**src/rtl/qif_neuron_scheduler.sv**
```systemverilog
// qif_neuron_scheduler: shares one QIF update datapath across N_NEURONS
// virtual neurons. It keeps the membrane voltages in a local register file.
// Each accepted step walks neuron 0..N-1 through the datapath over a
// req/ack handshake. Each result then goes through the spike/reset rule, and
// the spike flags of the finished step are published on spike_vec.
//
// Ports:
//   clk, reset        clock, asynchronous active-high reset
//   enable, step      step request, accepted in IDLE only while enable is high
//   clear             in IDLE, reloads VINIT into all slots and clears spike_vec
//   i_syn_flat        packed signed synaptic currents, slot k at [k*W +: W]
//   busy, done        step in progress / one-cycle completion pulse
//   spike_vec         spike flags of the last completed step
//   v_mem_flat        live view of the voltage register file (same packing)
//   dp_req/dp_v/dp_i  request and operands to the shared datapath
//   dp_ack/dp_v_next  datapath result handshake
module qif_neuron_scheduler #(
    parameter int unsigned N_NEURONS = 4,
    parameter int unsigned W         = 8,
    parameter int          VPEAK     = 50,
    parameter int          VRESET    = -20,
    parameter int          VINIT     = 0
) (
    input  logic                   clk,
    input  logic                   reset,
    input  logic                   enable,
    input  logic                   step,
    input  logic                   clear,
    input  logic [N_NEURONS*W-1:0] i_syn_flat,
    output logic                   busy,
    output logic                   done,
    output logic [N_NEURONS-1:0]   spike_vec,
    output logic [N_NEURONS*W-1:0] v_mem_flat,
    output logic                   dp_req,
    output logic [W-1:0]           dp_v,
    output logic [W-1:0]           dp_i,
    input  logic                   dp_ack,
    input  logic [W-1:0]           dp_v_next
);

    localparam int unsigned KW = (N_NEURONS > 1) ? $clog2(N_NEURONS) : 1;
    localparam logic signed [W-1:0] VPEAK_S  = W'(VPEAK);
    localparam logic signed [W-1:0] VRESET_S = W'(VRESET);
    localparam logic signed [W-1:0] VINIT_S  = W'(VINIT);
    localparam logic [KW-1:0]       K_LAST   = KW'(N_NEURONS - 1);

    typedef enum logic [1:0] {
        S_IDLE  = 2'd0,
        S_ISSUE = 2'd1,
        S_WRITE = 2'd2,
        S_DONE  = 2'd3
    } state_e;

    state_e                 state_q;
    logic [KW-1:0]          k_q;
    logic [N_NEURONS*W-1:0] v_q;
    logic [N_NEURONS*W-1:0] i_snap_q;
    logic signed [W-1:0]    res_q;
    logic [N_NEURONS-1:0]   pend_q;
    logic [N_NEURONS-1:0]   spike_q;
    logic                   busy_q;
    logic                   done_q;
    logic                   dp_req_q;
    logic [W-1:0]           dp_v_q;
    logic [W-1:0]           dp_i_q;

    logic [KW-1:0]          k_nxt_c;
    logic                   spike_hit_c;

    assign k_nxt_c     = k_q + KW'(1);
    // Signed compare: a result exactly at the threshold fires.
    assign spike_hit_c = (res_q >= VPEAK_S);

    // Scheduler FSM, register file and all registered outputs.
    always_ff @(posedge clk or posedge reset) begin
        if (reset) begin
            state_q  <= S_IDLE;
            k_q      <= '0;
            v_q      <= {N_NEURONS{VINIT_S}};
            i_snap_q <= '0;
            res_q    <= '0;
            pend_q   <= '0;
            spike_q  <= '0;
            busy_q   <= 1'b0;
            done_q   <= 1'b0;
            dp_req_q <= 1'b0;
            dp_v_q   <= '0;
            dp_i_q   <= '0;
        end else begin
            done_q <= 1'b0;
            case (state_q)
                S_IDLE: begin
                    // clear wins over a coincident step; that step is dropped.
                    if (clear) begin
                        v_q     <= {N_NEURONS{VINIT_S}};
                        spike_q <= '0;
                    end else if (step && enable) begin
                        i_snap_q <= i_syn_flat;
                        k_q      <= '0;
                        busy_q   <= 1'b1;
                        dp_req_q <= 1'b1;
                        dp_v_q   <= v_q[W-1:0];
                        dp_i_q   <= i_syn_flat[W-1:0];
                        state_q  <= S_ISSUE;
                    end
                end
                S_ISSUE: begin
                    // Operands and request stay held until the datapath acks.
                    if (dp_ack) begin
                        res_q    <= dp_v_next;
                        dp_req_q <= 1'b0;
                        state_q  <= S_WRITE;
                    end
                end
                S_WRITE: begin
                    if (spike_hit_c) begin
                        v_q[k_q*W +: W] <= VRESET_S;
                        pend_q[k_q]     <= 1'b1;
                    end else begin
                        v_q[k_q*W +: W] <= res_q;
                        pend_q[k_q]     <= 1'b0;
                    end
                    if (k_q == K_LAST) begin
                        state_q <= S_DONE;
                    end else begin
                        // Next slot is still untouched this step, so reading v_q is safe.
                        k_q      <= k_nxt_c;
                        dp_req_q <= 1'b1;
                        dp_v_q   <= v_q[k_nxt_c*W +: W];
                        dp_i_q   <= i_snap_q[k_nxt_c*W +: W];
                        state_q  <= S_ISSUE;
                    end
                end
                S_DONE: begin
                    spike_q <= pend_q;
                    done_q  <= 1'b1;
                    busy_q  <= 1'b0;
                    state_q <= S_IDLE;
                end
                default: state_q <= S_IDLE;
            endcase
        end
    end

    assign busy       = busy_q;
    assign done       = done_q;
    assign spike_vec  = spike_q;
    assign v_mem_flat = v_q;
    assign dp_req     = dp_req_q;
    assign dp_v       = dp_v_q;
    assign dp_i       = dp_i_q;

endmodule

```
**config.mk**
```make
export PLATFORM = sky130hd
export DESIGN_NAME = qif_neuron_scheduler
export DESIGN_NICKNAME = d
export VERILOG_FILES = /design/src/rtl/qif_neuron_scheduler.sv
export SDC_FILE = /design/constraint.sdc
export NUM_CORES = 1
export LEC_CHECK = 0
export CAP_MARGIN = 10
export CORE_MARGIN = 10
export CORE_UTILIZATION = 48
export CTS_BUF_LIST = sky130_fd_sc_hd__clkbuf_2
export DETAILED_ROUTE_END_ITERATION = 10
export PLACE_DENSITY = 0.76
export SYNTH_ARGS = -nofsm -noshare
export SYNTH_HDL_FRONTEND = slang
export SYNTH_SLANG_ARGS = --single-unit
```
**constraint.sdc**
```tcl
create_clock -name clk -period 5.5 [get_ports clk]
set_clock_uncertainty 0.15 [all_clocks]
set_input_delay 0.55 -clock clk [delete_from_list [all_inputs] [get_ports clk]]
set_output_delay 0.55 -clock clk [all_outputs]
set_load 0.02 [all_outputs]
```
# Word-level counts from Yosys, hierarchy flattened
# Index checks and enable logic that the tools add are counted.
# W data, S select, Z words.
classes:
  addsub: 2
  n_lt_le_gt_ge: 3
  eq_ne: 9
  n_shift: 5
  muxes: 34
  n_bitwise: 4
  n_reduce_logical: 14
op_table:
  columns: ["op", "count"]
  rows:
  - ["$bwmux W32", 2]
  - ["$mux W32", 2]
  - ["$pmux W32 S2", 1]
  - ["$shiftx A32 B6 Y8", 2]
  - ["$mux W8", 6]
  - ["$neg A5 Y34", 1]
  - ["$shift A8 B34 Y32 const A", 1]
  - ["$shiftx A8 B34 Y32", 1]
  - ["$shiftx A8 B34 Y32 const A", 1]
  - ["$pmux W8 S2", 2]
  - ["$mux W2", 7]
  - ["$ne A2 B2 Y1 const B", 5]
  - ["$reduce_and A3 Y1", 3]
  - ["$ge A8 B7 Y1 const B", 1]
  - ["$mux W4", 2]
  - ["$pmux W2 S4", 1]
  - ["$pmux W4 S2", 1]
  - ["$eq A2 B2 Y1 const B", 3]
  - ["$mux W1", 6]
  - ["$reduce_and A2 Y1", 3]
  - ["$reduce_and A5 Y1", 1]
  - ["$and A4 B4 Y4", 1]
  - ["$not A4 Y4", 1]
  - ["$or A4 B4 Y4", 1]
  - ["other kinds (14)", 16]
word_totals:
  reg_bits: 103
  in_bits: 46
  out_inout_bits: 55
  word_cells: 83

# Longest topological paths before layout
logic_depth:
  ltp_word: 7
  mapped_depth: 9
  mapped_depth_nobuf: 6

# Worst setup path before layout
# OpenSTA, ideal clock, no wires.
synth_timing:
  path_kind: "flip-flop to flip-flop"
  startpoint: "register k_q[0]"
  endpoint: "register v_q[16] (netlist: v_mem_flat[16])"
  setup_time_ns: 0.077
  arrival_ns: 2.124
  t_required_ns: 5.273
  setup_slack_ns: 3.150
  stages_incl_launch_ff: 9
  n_path_buf: 3
  synth_period_minus_slack_ns: 2.350
  path_cell_list: "dfrtp_1 -> buf_4 -> clkinv_1 -> ha_1 -> buf_2 -> nand2b_1 -> buf_2 -> or4b_4 -> o21ai_1"
synth_via:
  elab_chain_len: 5
  elab_cells_between_ends: 8
  classes_between: "add/sub: 1; shift: 3; mux: 4"
synth_lines:
  columns: ["element", "line", "rtl"]
  rows:
  - ["start: declaration", "55", "logic [KW-1:0] k_q;"]
  - ["start signal: assignment", "127", "k_q <= k_nxt_c;"]
  - ["$neg A5 Y34 (*)", "117, 120", null]
  - ["$shiftx A8 B34 Y32 (tied with other cells)", "120", "v_q[k_q*W +: W] <= res_q;"]
  - ["$bwmux W32, on equally long branches", "120, 117", null]
  - ["$mux W32 (*)", "116", "if (spike_hit_c) begin"]
  - ["$pmux W32 S2 (*)", "91", "case (state_q)"]
  - ["end signal: assignment", "79", "v_q <= {N_NEURONS{VINIT_S}};"]
  - ["end signal: assignment", "95", "v_q <= {N_NEURONS{VINIT_S}};"]
  - ["end signal: indexed assignment", "120", null]
  - ["end: declaration", "56", "logic [N_NEURONS*W-1:0] v_q;"]
# Mark *: on every way between the ends. The rest lies on a longest branch, timed or not.
# A chain may end at the register's enable or synchronous reset.

# Worst setup path in the final report
layout_timing:
  startpoint: "register k_q[0]"
  endpoint: "register v_q[18] (netlist: v_mem_flat[18])"
# The elaborated chain is that of the path after synthesis.

==> metrics <==
status=complete, no violations; share of cells above drive strength 1=roughly 16%; worst r2r src=k_q[0]; DR pass1 iterations=5; Synth Flop Type=dfrtp_1; DR DRC count=0; H-tree lvl count=3; Starting Density=between 40% and 50%; worst reg2reg path depth=5; placed insts=approximately 600; Tcrit/Tclk final=74.1%; Max Freq=245 MHz; EDFF count, synth=0; Synth area leaders=dfrtp_1, mux2_2, a221o_1, nand2_1, mux4_2; capturing point of the worst reg2reg path=v_mem_flat[18]; Core Box Area=approximately 0.0092 mm^2; share of flip-flops with an asynchronous set or reset=100%; Root Buffer Master=clkbuf_2; Netlist Area Pre-Place=about 0.0046 mm^2; Vert. Die Dim=118 um; hold violation count in the final report=0; maxcap violations=0; Pins Over Slew Limit=0; Synth Register Bits=between 100 and 150; IO Port Bufs=100; WL per Instance=roughly 19 um; pwr dens=slightly below 500 mW/mm^2; syn nets=approximately 430; classification of the worst setup path=reg -> reg; maximum VDD drop=approximately 0.23 mV; setup TNS=0 ns; Synth area leader=dfrtp_1; most frequent cells in the layout=dfrtp_1, clkdlybuf4s50_1, nand2_1; Worst Max-Slew Pin Slew=1.03 ns; Die Width=between 100 and 150 um; commonest non-fill, non-tap cell in the layout=dfrtp_1; via/cell ratio=between 5 and 6; largest net degree at the start of global routing=between 50 and 60; Distinct cells, synth=43; worst-path maximum fanout=28; post-CTS sizing=0; final std cells w/o fill=a little over 600; detailed placement HPWL=8680 um; Final min period=4.08 ns; CTS tree=yes; global-route wire length before repair=just under 20,000 um; hold crit path type=in -> async; Iteration-0 DRC Markers=approximately 300; vias in the first global route=~3.6k; RSZ-0062 raised after global routing=no; Tot GR Track Use=roughly 17%; Required @ worst endpoint=between 5 and 6 ns; Clock Latency Late Sink=~0.56 ns; final instance area=between 0.005 and 0.006 mm^2; GR Overflow Total=0; IO Pins=approximately 100; syn avg cell area=between 10 and 15 um^2; setup violators final=0; sequential-to-total area share from yosys stat=a little under three fifths; Setup Buffers After CTS=0; remaining antenna violation count=0; Arr. time, crit path=between 4 and 5 ns; final hold slack=0.202 ns; Synth Warn #=0; final wirelength=~12,000 um; clock sink total=around 100; CP Capture Type=register; Slew headroom=approximately 31%; Worst-path clk slew=about 0.27 ns; Yosys top cell area share=56.4%; DP Area=around 0.0057 mm^2; Post-CTS Hold Buffers=0; Rows=35; Post-Synthesis Cells=381; initial antenna violation count=1; TritonCTS Buffers=9; Vias=~3.5k; Reg2Reg Setup Slack=roughly 1.4 ns; Startpoint Class=register; Nets=between 500 and 600; fillcell total=about 760; Leak Pwr=0.00246 uW; Layout area overhead=26.7%; clk buf depth=2; die area=~0.014 mm^2; RePlAce Congestion=around 0.84
==> power by group <==
group	switching [uW]	internal [uW]	total [uW]
clock	253	104	356
combinational	580	597	1180
sequential	255	1030	1280
total	1090	1730	2810
==> metrics by stage <==
step	utilization, %	setup slack, ns	total power, uW
2_1_floorplan	-	2.10	2020
3_3_place_gp	61.4	1.64	2440
3_5_place_dp	61.4	1.49	2480
4_1_cts	62.6	1.42	2820
5_1_grt	62.6	1.03	3000
6_report	62.6	1.42	2810
==> critical path, stage by stage (launching register included) <==
cell and delay, ns:
dfrtp_1 0.97, clkinv_1 0.55, ha_1 1.14, nand2b_1 0.44, nor4b_2 0.56, a221o_1 0.24
==> state kept, by name, summed over array words and instances, names as in the netlist, named ones only <==
register / count
k_q: 2
busy: 1
spike_vec: 4
dp_v: 8
res_q: 8
state_q: 2
dp_i: 8
i_snap_q: 32
done: 1
v_mem_flat: 32
dp_req: 1
==> logic make-up (layout without fill, tap and decap cells) <==
| family | after synthesis | after routing | share of synthesized area (%) |
|---|---|---|---|
| DFF | 103 | 103 | 56.4 |
| other | 0 | 1 | 0 |
| buffers and inverters | 24 | 125 | 2.44 |
| AOI/OAI and AO/OA | 90 | 90 | 14.2 |
| and+or+nand+nor | 107 | 107 | 10.8 |
| adders and majority gates | 5 | 5 | 1.37 |
| muxes | 52 | 52 | 14.7 |
==> worst max-delay path by stage <==
stage / from / to / slack, ns / depth (start not counted)
after global placement: k_q[0] / v_mem_flat[17] / 1.64 / 5
after CTS: k_q[0] / v_mem_flat[18] / 1.42 / 5
after detailed placement: k_q[0] / v_mem_flat[18] / 1.49 / 5
after global routing: k_q[0] / v_mem_flat[18] / 1.03 / 5
after floorplan: reset / asynchronous set/reset pin / 2.10 / 1
final: k_q[0] / v_mem_flat[18] / 1.42 / 5
==> per-layer routing <==
layer	up-vias	GRT usage [%]	routed length [um]
met1	1735	21.6	5070
li1	1589	-	-
met2	128	28.2	5850
met4	0	6.65	248
met5	-	0	0
met3	17	3.60	669
==> cells in the mapped netlist (2+ instances only) <==
cell type	n
dfrtp_1	103
nand2_1	52
mux2_2	42
nor2_1	30
a221o_1	20
o21ai_0	17
buf_2	14
a31oi_1	13
mux4_2	8
a21o_1	7
a21oi_1	7
o22ai_1	7
nand2b_1	6
ha_1	5
clkbuf_1	4
inv_1	4
nor2b_1	4
o211ai_1	4
o21ai_1	4
a31o_2	2
and3_1	2
mux2i_1	2
nand3_1	2
nand3b_1	2
o2bb2ai_1	2
==> area by class of cell <==
cell class	instances	area [um^2]	area share (%)
Sequential cell	103	2580	44.5
Multi-Input combinational cell	254	1880	32.5
Timing Repair Buffer	104	1030	17.8
Tap cell	129	161	2.79
Clock inverter	6	61.3	1.06
Clock buffer	10	50.0	0.865
Inverter	5	21.3	0.368
Antenna cell	1	2.50	0.0432
Power figures use the tool's default switching activity.
